### src/rtl/dual_core_bus_pkg.sv
// Purpose : shared types and constants for the dual-core bus arbiter.
// Latency : n/a (declarations only).
// Backpr. : n/a (declarations only).
package dual_core_bus_pkg;

    localparam int ADDR_W_DEF = 9;
    localparam int DATA_W_DEF = 8;

    localparam logic RW_READ  = 1'b0;
    localparam logic RW_WRITE = 1'b1;

    // Encoding of which core was granted most recently.
    localparam logic SERVED_CORE0 = 1'b0;
    localparam logic SERVED_CORE1 = 1'b1;

    typedef enum logic [1:0] {
        IDLE = 2'd0,
        GNT0 = 2'd1,
        GNT1 = 2'd2
    } arb_state_t;

endpackage

### src/rtl/bus_grant_fsm.sv
// Purpose : ownership FSM for the shared bus (state, last_served, optional hold counter).
// Latency : request to grant 1 cycle; release to next grant 1 cycle (direct hand-off).
// Backpr. : a core holds ownership while it requests; with ARB_TIMEOUT_EN it is
//           preempted after MAX_HOLD cycles if the other core is waiting.
// Ports   : clk, reset (sync, active-low), req0/req1 in, state out.
module bus_grant_fsm
    import dual_core_bus_pkg::*;
#(
    parameter int MAX_HOLD = 16
) (
    input  logic       clk,
    input  logic       reset,
    input  logic       req0,
    input  logic       req1,
    output arb_state_t state
);

    arb_state_t state_nxt;
    logic       last_served;
    logic       last_served_nxt;
    logic       hold_expired;

`ifdef ARB_TIMEOUT_EN
    localparam int HOLD_W = (MAX_HOLD > 2) ? $clog2(MAX_HOLD) : 1;
    localparam logic [HOLD_W-1:0] HOLD_LAST = HOLD_W'(MAX_HOLD - 1);

    logic [HOLD_W-1:0] hold_cnt;
    logic [HOLD_W-1:0] hold_cnt_nxt;

    // Counter saturates at HOLD_LAST so a late request from the waiting core
    // still triggers the hand-off on the very next edge.
    assign hold_expired = (hold_cnt == HOLD_LAST);

    always_comb begin
        hold_cnt_nxt = hold_cnt;
        if (state_nxt != state || state == IDLE) begin
            hold_cnt_nxt = '0;
        end else if (!hold_expired) begin
            hold_cnt_nxt = hold_cnt + 1'b1;
        end
    end

    always_ff @(posedge clk) begin
        if (!reset) begin
            hold_cnt <= '0;
        end else begin
            hold_cnt <= hold_cnt_nxt;
        end
    end
`else
    assign hold_expired = 1'b0;
`endif

    always_comb begin
        state_nxt       = state;
        last_served_nxt = last_served;
        unique case (state)
            IDLE: begin
                if (req0 && req1) begin
                    state_nxt = (last_served == SERVED_CORE1) ? GNT0 : GNT1;
                end else if (req0) begin
                    state_nxt = GNT0;
                end else if (req1) begin
                    state_nxt = GNT1;
                end
            end
            GNT0: begin
                if (!req0 || (hold_expired && req1)) begin
                    state_nxt       = req1 ? GNT1 : IDLE;
                    last_served_nxt = SERVED_CORE0;
                end
            end
            GNT1: begin
                if (!req1 || (hold_expired && req0)) begin
                    state_nxt       = req0 ? GNT0 : IDLE;
                    last_served_nxt = SERVED_CORE1;
                end
            end
            default: begin
                state_nxt = IDLE;
            end
        endcase
    end

    always_ff @(posedge clk) begin
        if (!reset) begin
            state       <= IDLE;
            last_served <= SERVED_CORE1;
        end else begin
            state       <= state_nxt;
            last_served <= last_served_nxt;
        end
    end

endmodule

### src/rtl/dual_core_bus_arbiter.sv
// Purpose : arbitrates one memory/GPIO port between core0 and core1 and muxes the data paths.
// Latency : grant 1 cycle after request; address/data/rw/read-data paths are combinational.
// Backpr. : a non-granted core waits with its request held; no request is dropped.
// Ports   : clk, reset (sync, active-low); per core request/grant/data_in/data_out/address/rw;
//           memory side RAM_address, RAM_data_in, RAM_data_out, rw.
// Config  : define ARB_TIMEOUT_EN to force hand-off after MAX_HOLD cycles of contended ownership.
module dual_core_bus_arbiter
    import dual_core_bus_pkg::*;
#(
    parameter int ADDR_W   = ADDR_W_DEF,
    parameter int DATA_W   = DATA_W_DEF,
    parameter int MAX_HOLD = 16
) (
    input  logic              clk,
    input  logic              reset,
    input  logic              core0_request,
    output logic              core0_grant,
    input  logic [DATA_W-1:0] core0_data_in,
    output logic [DATA_W-1:0] core0_data_out,
    input  logic [ADDR_W-1:0] core0_address,
    input  logic              core0_rw,
    input  logic              core1_request,
    output logic              core1_grant,
    input  logic [DATA_W-1:0] core1_data_in,
    output logic [DATA_W-1:0] core1_data_out,
    input  logic [ADDR_W-1:0] core1_address,
    input  logic              core1_rw,
    output logic [ADDR_W-1:0] RAM_address,
    output logic [DATA_W-1:0] RAM_data_in,
    input  logic [DATA_W-1:0] RAM_data_out,
    output logic              rw
);

    arb_state_t state;

    bus_grant_fsm #(
        .MAX_HOLD (MAX_HOLD)
    ) u_fsm (
        .clk   (clk),
        .reset (reset),
        .req0  (core0_request),
        .req1  (core1_request),
        .state (state)
    );

    assign core0_grant = (state == GNT0);
    assign core1_grant = (state == GNT1);

    // With no owner the memory sees a read of address 0, so an idle bus can
    // never produce a spurious write.
    always_comb begin
        RAM_address    = '0;
        RAM_data_in    = '0;
        rw             = RW_READ;
        core0_data_out = '0;
        core1_data_out = '0;
        unique case (state)
            GNT0: begin
                RAM_address    = core0_address;
                RAM_data_in    = core0_data_in;
                rw             = core0_rw;
                core0_data_out = RAM_data_out;
            end
            GNT1: begin
                RAM_address    = core1_address;
                RAM_data_in    = core1_data_in;
                rw             = core1_rw;
                core1_data_out = RAM_data_out;
            end
            default: begin
            end
        endcase
    end

endmodule

### config.mk
export PLATFORM = sky130hd
export DESIGN_NAME = dual_core_bus_arbiter
export DESIGN_NICKNAME = d
export VERILOG_FILES = /design/src/rtl/dual_core_bus_pkg.sv /design/src/rtl/bus_grant_fsm.sv /design/src/rtl/dual_core_bus_arbiter.sv
export SDC_FILE = /design/constraint.sdc
export NUM_CORES = 1
export LEC_CHECK = 0
export ABC_AREA = 0
export CORE_ASPECT_RATIO = 1.5
export CORE_UTILIZATION = 25
export CTS_BUF_LIST = sky130_fd_sc_hd__clkbuf_8
export DETAILED_ROUTE_END_ITERATION = 6
export PLACE_DENSITY = 0.78
export SLEW_MARGIN = 20
export SYNTH_ARGS = -nofsm -noshare
export SYNTH_HDL_FRONTEND = slang
export SYNTH_SLANG_ARGS = --single-unit
### constraint.sdc
create_clock -name clk -period 4.4 [get_ports clk]
set_input_delay 1.32 -clock clk [delete_from_list [all_inputs] [get_ports clk]]
set_output_delay 1.32 -clock clk [all_outputs]
set_load 0.005 [all_outputs]
# Word level (Yosys, flattened, before mapping)
# Cells that the tools add are included.
# op_classes
n_reduce_logical	5
n_mux	17
eq_ne	5
# ops
op	n
9-bit case mux with 2 select lines	1
8-bit two-way mux	2
8-bit case mux with 2 select lines	1
2-bit two-way mux	7
2-bit case mux with 3 select lines	1
3-bit AND reduction	2
2-bit != test, second input constant	2
4-bit by 3-bit != test with 1-bit output, second input constant	1
1-bit case mux with 2 select lines	2
1-bit two-way mux	3
2-bit by 1-bit equality test with 1-bit output, second input constant	1
2-bit equality test, second input constant	1
2-bit logical NOT	1
2-bit nonzero test	1
1-bit logical AND	1
# totals
ff_bits	3
inputBits	48

# Longest topological paths before layout
# depth
depth_word	4
depth_mapped	6

# Hierarchy
# Synthesis repeated with hierarchy kept, for this count alone.
# unflattened
cells_unflattened	78
hier_area_um2	603.1
# by_module_without_submodules
module	n_inst	area_each_um2	cells_per_inst
dual_core_bus_arbiter	1	479.2	64
bus_grant_fsm	1	123.9	14

# Worst setup path after synthesis
# OpenSTA, ideal clock, no wires.
# synth_timing
kind	input -> output
start	input port core1_address[0]
end	output port RAM_address[0]
arrival_time_ps	1545
cell_stages	2
setup_slack_ps	1535
required_time_ps	3080
path_cell_list	a22oi_1 -> nor2b_1
# synth_between
elab_chain_cells	1
# synth_lines
element	line_no	text
start: declaration	dual_core_bus_arbiter.sv:26	input logic [ADDR_W-1:0] core1_address,
9-bit case mux with 2 select lines	dual_core_bus_arbiter.sv:57	unique case (state)
end: declaration	dual_core_bus_arbiter.sv:28	output logic [ADDR_W-1:0] RAM_address,
# No other way between the ends.

# Final worst setup path
# layout_timing
start	input port core1_address[2]
end	output port RAM_address[2]
# Same word-level chain as after synthesis.

==> results.md <==
* Slew margin rel. at 0.406
* Int Power at ~300 uW
* PwrDens at 299 nW/um^2
* Total length of routed wires at about 2800 um
* Max IR drop VDD at 290 uV
* CP Cell Sequence: clkdlybuf4s50_1, a22oi_1, nor2b_1, clkdlybuf4s50_1
* Synthesized Nets at 143
* # hold bufs at CTS at 0
* Final ANT Viol Nets at 0
* Number of global-route vias before repair at 986
* Initial core utilization at 0.267
* NumNets Final at 224
* Chip height at 65.0 um
* N_diodes at 0
* DRC viols at 6
* Mux contribution to synthesized area at 0
* All-layer global routing usage at 0.192
* Status: finished with violations
* Count of final hold-check violations at 0
* CTS tree: built
* H-tree Lvls at 1
* Cell variety after synth at 22
* Max_cap viols at 0
* NetSw at between 150 and 200 uW
* Register bit total from synthesis at 3
* Pin count of the biggest net entering global routing at 28
* Synth Flop Type: dfxtp_1
* Worst path max stage delay at 0.51 ns
* Area leader, netlist: a22oi_1
* Via count at 948
* Final core area utilization at 0.620
* Unrepaired setup endpoints after global routing: false
* Switch share at 0.353
* Synth-to-Final Area Change at 132%
* Layout Cells excl Fill at 193
* Fmax at 259 MHz
* GPL Wtd Cong at 0.785
* Global-route wire length before repair at 4260 um
* Worst Skew at around 0.0027 ns
* Post-synth EDFFs at 0
* Seq pwr share at 0.097
* Post-cts resize count at 0
* Ranking of synthesized cells by area: a22oi_1 20%, nor2b_1 17%, and2_1 15%, ha_1 11%, dfxtp_1 9.1%
* Buffers & Inverters on Critical Path at 2
* Slew Limit Fails at 0
* 1st-iter DRT viols at 26
* Post-Synth Simple-Gate Area at 0.383
* Post-synth top cells: 18 x a22oi_1, 18 x nor2b_1, 16 x and2_1, 6 x ha_1
* CORE AREA at 2480 um^2
* Slew @ Worst Pin at 0.892 ns
* Leakage at 0.559 nW
* Most used cell, CP: clkdlybuf4s50_1
* CTS max path bufs at 2
* CP max FO at 1
* Yosys warns at 0
* Synth Instances at 89
* Final HPWL DP at 2220 um
* Layout cells sized above 1 at 0.0296
* Compound-Gate Fraction of Synth Area at 0.343
* Initial antenna violation count at 0
* Clk_lat worst skew at 0.21 ns
* Setup violations, final at 0
* WP data arrival at 2.53 ns
* Setup_tns at 0 ns
* Cell count after placement at 189
* Logic gate share of total power at 0.736
* Crit path capture type: output port
* Post-synthesis cell area at 661 um^2
* Xor and xnor area share after synthesis at 0
* IO Port Bufs at 83
* Die width at about 44 um
* Tightest Hold Check Type: reg -> reg
* Post-Synth Adder-Cell Area at 0.114
* # Post-CTS Setup Buffers at 0
* Post-synth ARST share at 0
* Worst Path Required at 3.08 ns
* Startpoint types: input port
* Largest family of logic cells by synthesized area: simple AND/OR/NAND/NOR gates
* Delay-heaviest family, CP: buffers and inverters
* CTS root buf: clkbuf_8
* Critical path class: in -> out
* I/O pin cnt at 84
* Failing checks: design-rule violations
* Reg2reg setup slack at 2.57 ns
* Total gr overflow at 0
* CTS buffer count at 3
* Wire per inst at roughly 14 um
* Vias per cell at 4.91
* CP max-delay cell: clkdlybuf4s50_1
* Share of the yosys chip area belonging to registers at 0.0909
* Crit share post-route at 0.876
* Std-Cell Rows at 22
* Synthesized area per cell at 7.42 um^2
* Drt first pass iters at 7
* Clock sink total at 3
* Clock Power Share at 0.166
* Top cell type's share of synthesized area at 0.205
* Clk pin slew, worst setup/hold paths at approximately 0.030 ns
* Die area at 2860 um^2
* Min Tclk post-route at 3.85 ns
-- logic make-up (layout without fill, tap and decap cells) --
family	count (synthesis)	after routing
buffers and inverters	11	91
and+or+nand+nor	40	40
AOI/OAI and AO/OA	29	29
DFF	3	3
adders and majority gates	6	6
-- registers in the layout (all words and copies together), names as in the netlist --
register,flops
u_fsm.state,2
u_fsm.last_served,1
-- metal layers --
metal  GRT usage  wire length [um]  vias up
li1            -                 -      477
met1       0.201              1020      434
met2       0.369              1530       35
met3      0.0446               183        2
met4      0.0417                27        0
met5           0                 0        -
-- power groups by stage --
stage	clock [mW]	sequential [mW]	combinational (mW)
after global placement	0	0.0444	0.332
after floorplan	0	0.0426	0.176
after CTS	0.0779	0.0447	0.340
after detailed placement	0	0.0452	0.338
after global routing	0.0816	0.0461	0.369
final	0.0762	0.0447	0.338
-- worst paths after layout --
path | from | endpoint | depth (start not counted)
hold reg to reg | u_fsm.last_served | u_fsm.last_served | 2
setup / recovery | core1_address[2] | RAM_address[2] | 4
setup reg to reg | u_fsm.state[1] | u_fsm.last_served | 5
hold / removal | u_fsm.last_served | u_fsm.last_served | 2
-- cell usage in the layout (no fill, tap or decap), types with 2 or more instances in the layout --
cell and instances:
clkbuf_8 3, dfxtp_1 3, inv_1 5, and2_1 16, a22oi_1 18, nor2b_1 18, o211ai_1 2, a21oi_1 3
clkdlybuf4s50_1 83, ha_1 6
-- stage by stage --
step,setup WS [ns],area (um^2),hold slack (ns),power (mW)
2_1_floorplan,1.53,661,0.500,0.219
3_3_place_gp,0.563,1490,0.520,0.377
5_1_grt,0.464,1540,0.593,0.497
6_report,0.546,1540,0.539,0.459
3_5_place_dp,0.549,1490,0.543,0.383
4_1_cts,0.543,1540,0.549,0.463
-- final cells by class --
class | count | area [um^2]
Fill cell | 223 | 942
Timing Repair Buffer | 83 | 831
Multi-Input combinational cell | 75 | 554
Sequential cell | 3 | 60.1
Clock buffer | 3 | 41.3
Tap cell | 24 | 30.0
Inverter | 4 | 15.0
Clock inverter | 1 | 3.75
-- worst register-to-register path: stages, from the launching register on --
cell	delay, ns
dfxtp_1	0.34
inv_1	0.12
ha_1	0.75
a21bo_1	0.29
a21oi_1	0.13
o21ai_1	0.08
No activity file was read; power rests on OpenSTA's default activity.
==> RTL change 1: new RTL, same flow settings <==
The 3 states of `arb_state_t` get a one-hot encoding in 3 bits.
--- a/src/rtl/dual_core_bus_pkg.sv
+++ b/src/rtl/dual_core_bus_pkg.sv
@@ -15,6 +15,6 @@
 
-    typedef enum logic [1:0] {
-        IDLE = 2'd0,
-        GNT0 = 2'd1,
-        GNT1 = 2'd2
+    typedef enum logic [2:0] {
+        IDLE = 3'b001,
+        GNT0 = 3'b010,
+        GNT1 = 3'b100
     } arb_state_t;
Formal check against the unedited RTL: same outputs for any inputs over 10 cycles, from zero or initial values and one cycle with reset low; not proved beyond that.
==> RTL change 1 against the unedited design <==
Wire length rose by 0.25%. Sequential cell count is 1 higher. Sequential share of layout area increased by 1.6 points. Hold slack got worse by 0.012 ns. Via count fell by 3.3%. Largest cell class unchanged. Synthesized cell count down 16%. Utilization grew 2.6 points. Final cell count decreased by 8.3%. Area after synthesis is 9.1% lower. Cell area decreased by 5.0%. Setup slack gained 0.059 ns.
Power is not compared: it rests on default switching activity, and its combinational part moved more than twofold at a synthesized area within 25%.
==> RTL change 1: results <==
status:
  status: "complete, no violations"
final_layout:
  drive_above_1_share_pct: 4.545
  fillCellCount: 213
  reg_top3: "u_fsm.state (3), u_fsm.last_served (1)"
  num_antenna_cells: 0
  fin_nets: 204
yosys:
  yosysWarnings: 0
  yosysUniqueCellTypes: 24
  ys_seq_area_share_pct: 13.33
  syn-num-nets: 123
  synth_common_cells: "18 x a22o_1, 16 x and2_1, 5 x buf_2"
  synth_area_leaders: "a22o_1 26%, and2_1 17%, dfxtp_1 13%, buf_6 5.6%, buf_2 4.2%"
  synthFlopType: "dfxtp_1"
clock_tree:
  clk_path_buf_depth: 2
  cts_resized: 0
  root_buffer: "clkbuf_8"
  insertion_delay_ns: 0.22
  cts_setup_buffers: 0
  numCtsBuffers: 3
  htreeDepth: 1
global_route:
  antenna_found_initial: 0
  grt_usage_pct: 21.06
  grt_pass1_wl_um: 4043
  grt_pass1_vias: 781
  grt_max_degree: 28
pwr:
  ir_drop_v: 0.0002394
  p_leak_nw: 0.5545
placed_design:
  portBuffers: 83
  hpwlAfterDp_um: 2271
  pre_cts_slack_ns: 0.6221
  gp_congestion: 0.7361
timing:
  worst_slew_pin_slew_ns: 0.4061
  finClkSkew_ns: 0.002031
  period_needed_ns: 3.795
worst_setup_path:
  arrival_ns: 2.47
  critPathMaxFanout: 1
  r2r_slack_ns: 2.88
drt:
  drc: 0
  vias: 917
  wl_per_cell_um: 15.62
  drtIter0Drc: 24
  first_pass_iters: 4
hold_path:
  hold_class: "register to register"
[RTL change 1: changes by cell type after synthesis, moves of 3 or more]
cell	delta
a22oi_1	-18
a22o_1	+17
nor2b_1	-17
ha_1	-6
buf_6	+3
inv_1	-3
[RTL change 1: power groups by stage]
stage / Combinational, mW / Sequential, mW / Clock (mW)
2_1_floorplan: 0.0698 / 0.0472 / 0
3_3_place_gp: 0.135 / 0.0569 / 0
3_5_place_dp: 0.137 / 0.0582 / 0
4_1_cts: 0.137 / 0.0580 / 0.0786
5_1_grt: 0.146 / 0.0596 / 0.0816
6_report: 0.136 / 0.0584 / 0.0770
[RTL change 1: cells by family after synthesis]
kind of cell | count (synthesis) | share of synthesized area, %
compound gates | 27 | 36.87
buf+inv | 10 | 11.04
simple gates | 33 | 37.29
xor+xnor | 1 | 1.459
flops | 4 | 13.33
[RTL change 1: per-layer routing]
metal  up-vias  global-route usage (%)  part of all wire [%]
met5         -                       0                     0
li1        444                       -                     -
met3         2                   6.647                    11
met2        62                   36.61                    48
met4         0                   5.357                  0.80
met1       409                   25.57                    40
[RTL change 1: layout make-up]
class	instances	area share [%]
tap	23	1.973
clock buffer	3	2.830
timing repair buffer	85	57.98
sequential	4	5.489
inverter	1	0.2573
multi-input combinational	61	31.48
[RTL change 1: final timing paths]
path | from | to | cells after the start
setup / recovery | core1_data_in[2] | RAM_data_in[2] | 3
hold / removal | u_fsm.last_served | u_fsm.last_served | 2
setup reg to reg | u_fsm.state[2] | u_fsm.last_served | 4
hold reg to reg | u_fsm.last_served | u_fsm.last_served | 2
[RTL change 1: worst max-delay path, cell delays in order]
cell and delay, ns:
clkdlybuf4s50_1 0.50, a22o_1 0.16, clkdlybuf4s50_1 0.50
[RTL change 1: through the flow]
stage	cell area (sq um)	hold slack [ns]	instances	power, mW	util (%)
finish	1459	0.5270	177	0.2715	64.56
global route	1459	0.5854	177	0.2876	64.56
CTS	1459	0.5292	177	0.2736	64.56
detailed placement	1418	0.5225	174	0.1949	62.74
global placement	1418	0.5150	174	0.1918	62.74
floorplan	600.6	0.4917	75	0.1170	-
==> RTL change 2: new RTL, config.mk and constraints unchanged <==
Without the edit above. `DATA_W_DEF`: 8 -> 7.
--- a/src/rtl/dual_core_bus_pkg.sv
+++ b/src/rtl/dual_core_bus_pkg.sv
@@ -6,3 +6,3 @@
     localparam int ADDR_W_DEF = 9;
-    localparam int DATA_W_DEF = 8;
+    localparam int DATA_W_DEF = 7;
 
Ports: changed (6 resized); port bits go from 84 to 78. The function was not compared with the original's and may differ.
==> RTL change 2 against the unedited design <==
Cell area shrank 5.5%. Setup slack lost 0.027 ns. Non-clock buffer count shrank 6. Total power shrank 3.6%. Area after synthesis shrank 5.3%. Utilization grew 1.5 points. First-iteration DRC count grew 81%. Sequential power grew 1%. Wire length grew 0.25%. Sequential cell count is the same. Critical path type unchanged. Critical endpoint is now RAM_data_in[3]. Highest routed layer unchanged.
==> RTL change 2: results <==
final_layout:
  drive_above_1_share_pct: 7.547
  fin_nets: 211
  multi_input_area_sq_um: 530.5
  clkbuf_count: 3
  nonClkBufAreaFrac_pct: 53.15
  regArea_sq_um: 60.06
  reg_top3: "u_fsm.state (2), u_fsm.last_served (1)"
  multi_input_gates: 71
  fillCellCount: 209
  clk_share_pct: 3.106
  buffers_excl_clock: 77
  inv_count: 4
timing:
  finClkSkew_ns: 0.001104
  worst_slew_pin_slew_ns: 0.7534
yosys:
  yosysUniqueCellTypes: 23
  ys_seq_area_share_pct: 9.600
  synth_common_cells: "17 x a22oi_1, 17 x nor2b_1, 7 x and2_1, 7 x and2_2, 6 x ha_1"
  syn-num-nets: 134
  synth_area_leaders: "a22oi_1 20%, nor2b_1 17%, ha_1 12%, dfxtp_1 9.6%, and2_2 8.4%"
  yosysWarnings: 0
  synth_cells: 83
worst_setup_path:
  arrival_ns: 2.56
  r2r_slack_ns: 2.62
  max_stage_delay_ns: 0.53
  reg2reg_from: "u_fsm.state[1]"
  r2r_end: "u_fsm.last_served"
clock_tree:
  path_clk_slew_ns: 0.03
  root_buffer: "clkbuf_8"
  clk_path_buf_depth: 2
  insertion_delay_ns: 0.22
pwr:
  comb_power_uw: 317
  p_leak_nw: 0.5297
  seq_power_uw: 45.3
  switchingPower_uw: 155.8
  ir_drop_v: 0.0002323
global_route:
  grt_usage_pct: 20.52
  grt_max_degree: 26
  grt_pass1_wl_um: 4347
  grt_pass1_vias: 889
placed_design:
  portBuffers: 77
  hpwlAfterDp_um: 2169
  gp_congestion: 0.7826
hold_path:
  min_to: "u_fsm.last_served"
  hold_class: "register to register"
drt:
  vias_per_cell: 5.104
  drtIter0Drc: 47
  wl_per_cell_um: 15.19
  first_pass_iters: 4
  wirelength_um: 2765
  drc: 0
status:
  status: "complete, no violations"
==> RTL change 2: changes by cell type after synthesis, sizes merged <==
cell    delta
or2b       -1
and2       -2
buf        -3
nor2b      -1
a22oi      -1
clkbuf     +1
nand2b     +1
==> RTL change 2: per-stage QoR <==
step	power, mW	area [sq um]	util, %	setup slack (ns)	hold slack (ns)
detailed placement	0.3634	1405	61.47	0.5226	0.5419
floorplan	0.2076	625.6	-	1.535	0.4994
CTS	0.4460	1450	63.44	0.5192	0.5469
global route	0.4777	1450	63.44	0.4313	0.5853
finish	0.4421	1450	63.44	0.5186	0.5458
global placement	0.3566	1405	61.47	0.5181	0.5239
==> RTL change 2: cell families after synthesis <==
group	synth area share, %
and+or+nand+nor	38.60
AOI/OAI and AO/OA	34.20
buffers and inverters	5.598
adders and majority gates	12.00
DFF	9.600
==> RTL change 2: worst register-to-register path, cell delays in order, from the launching register on <==
cell and delay [ns]:
dfxtp_1 0.35, inv_1 0.12, ha_1 0.66, a21bo_2 0.30, a21oi_1 0.12, o21ai_0 0.10
==> RTL change 2: layer usage <==
layer / share of wire (%) / track usage (%) / vias to the layer above
met5: 0 / 0 / -
met4: 2.0 / 9.375 / 0
met3: 11 / 4.585 / 6
met2: 44 / 32.01 / 64
met1: 43 / 26.22 / 409
li1: - / - / 450
==> RTL change 2: how the worst max path moves through the flow <==
stage / from / end / depth (start not counted)
floorplan: core1_address[1] / RAM_address[1] / 2
global placement: core1_data_in[4] / RAM_data_in[4] / 4
detailed placement: core1_data_in[3] / RAM_data_in[3] / 4
CTS: core1_data_in[3] / RAM_data_in[3] / 4
global route: core1_data_in[4] / RAM_data_in[4] / 4
finish: core1_data_in[3] / RAM_data_in[3] / 4
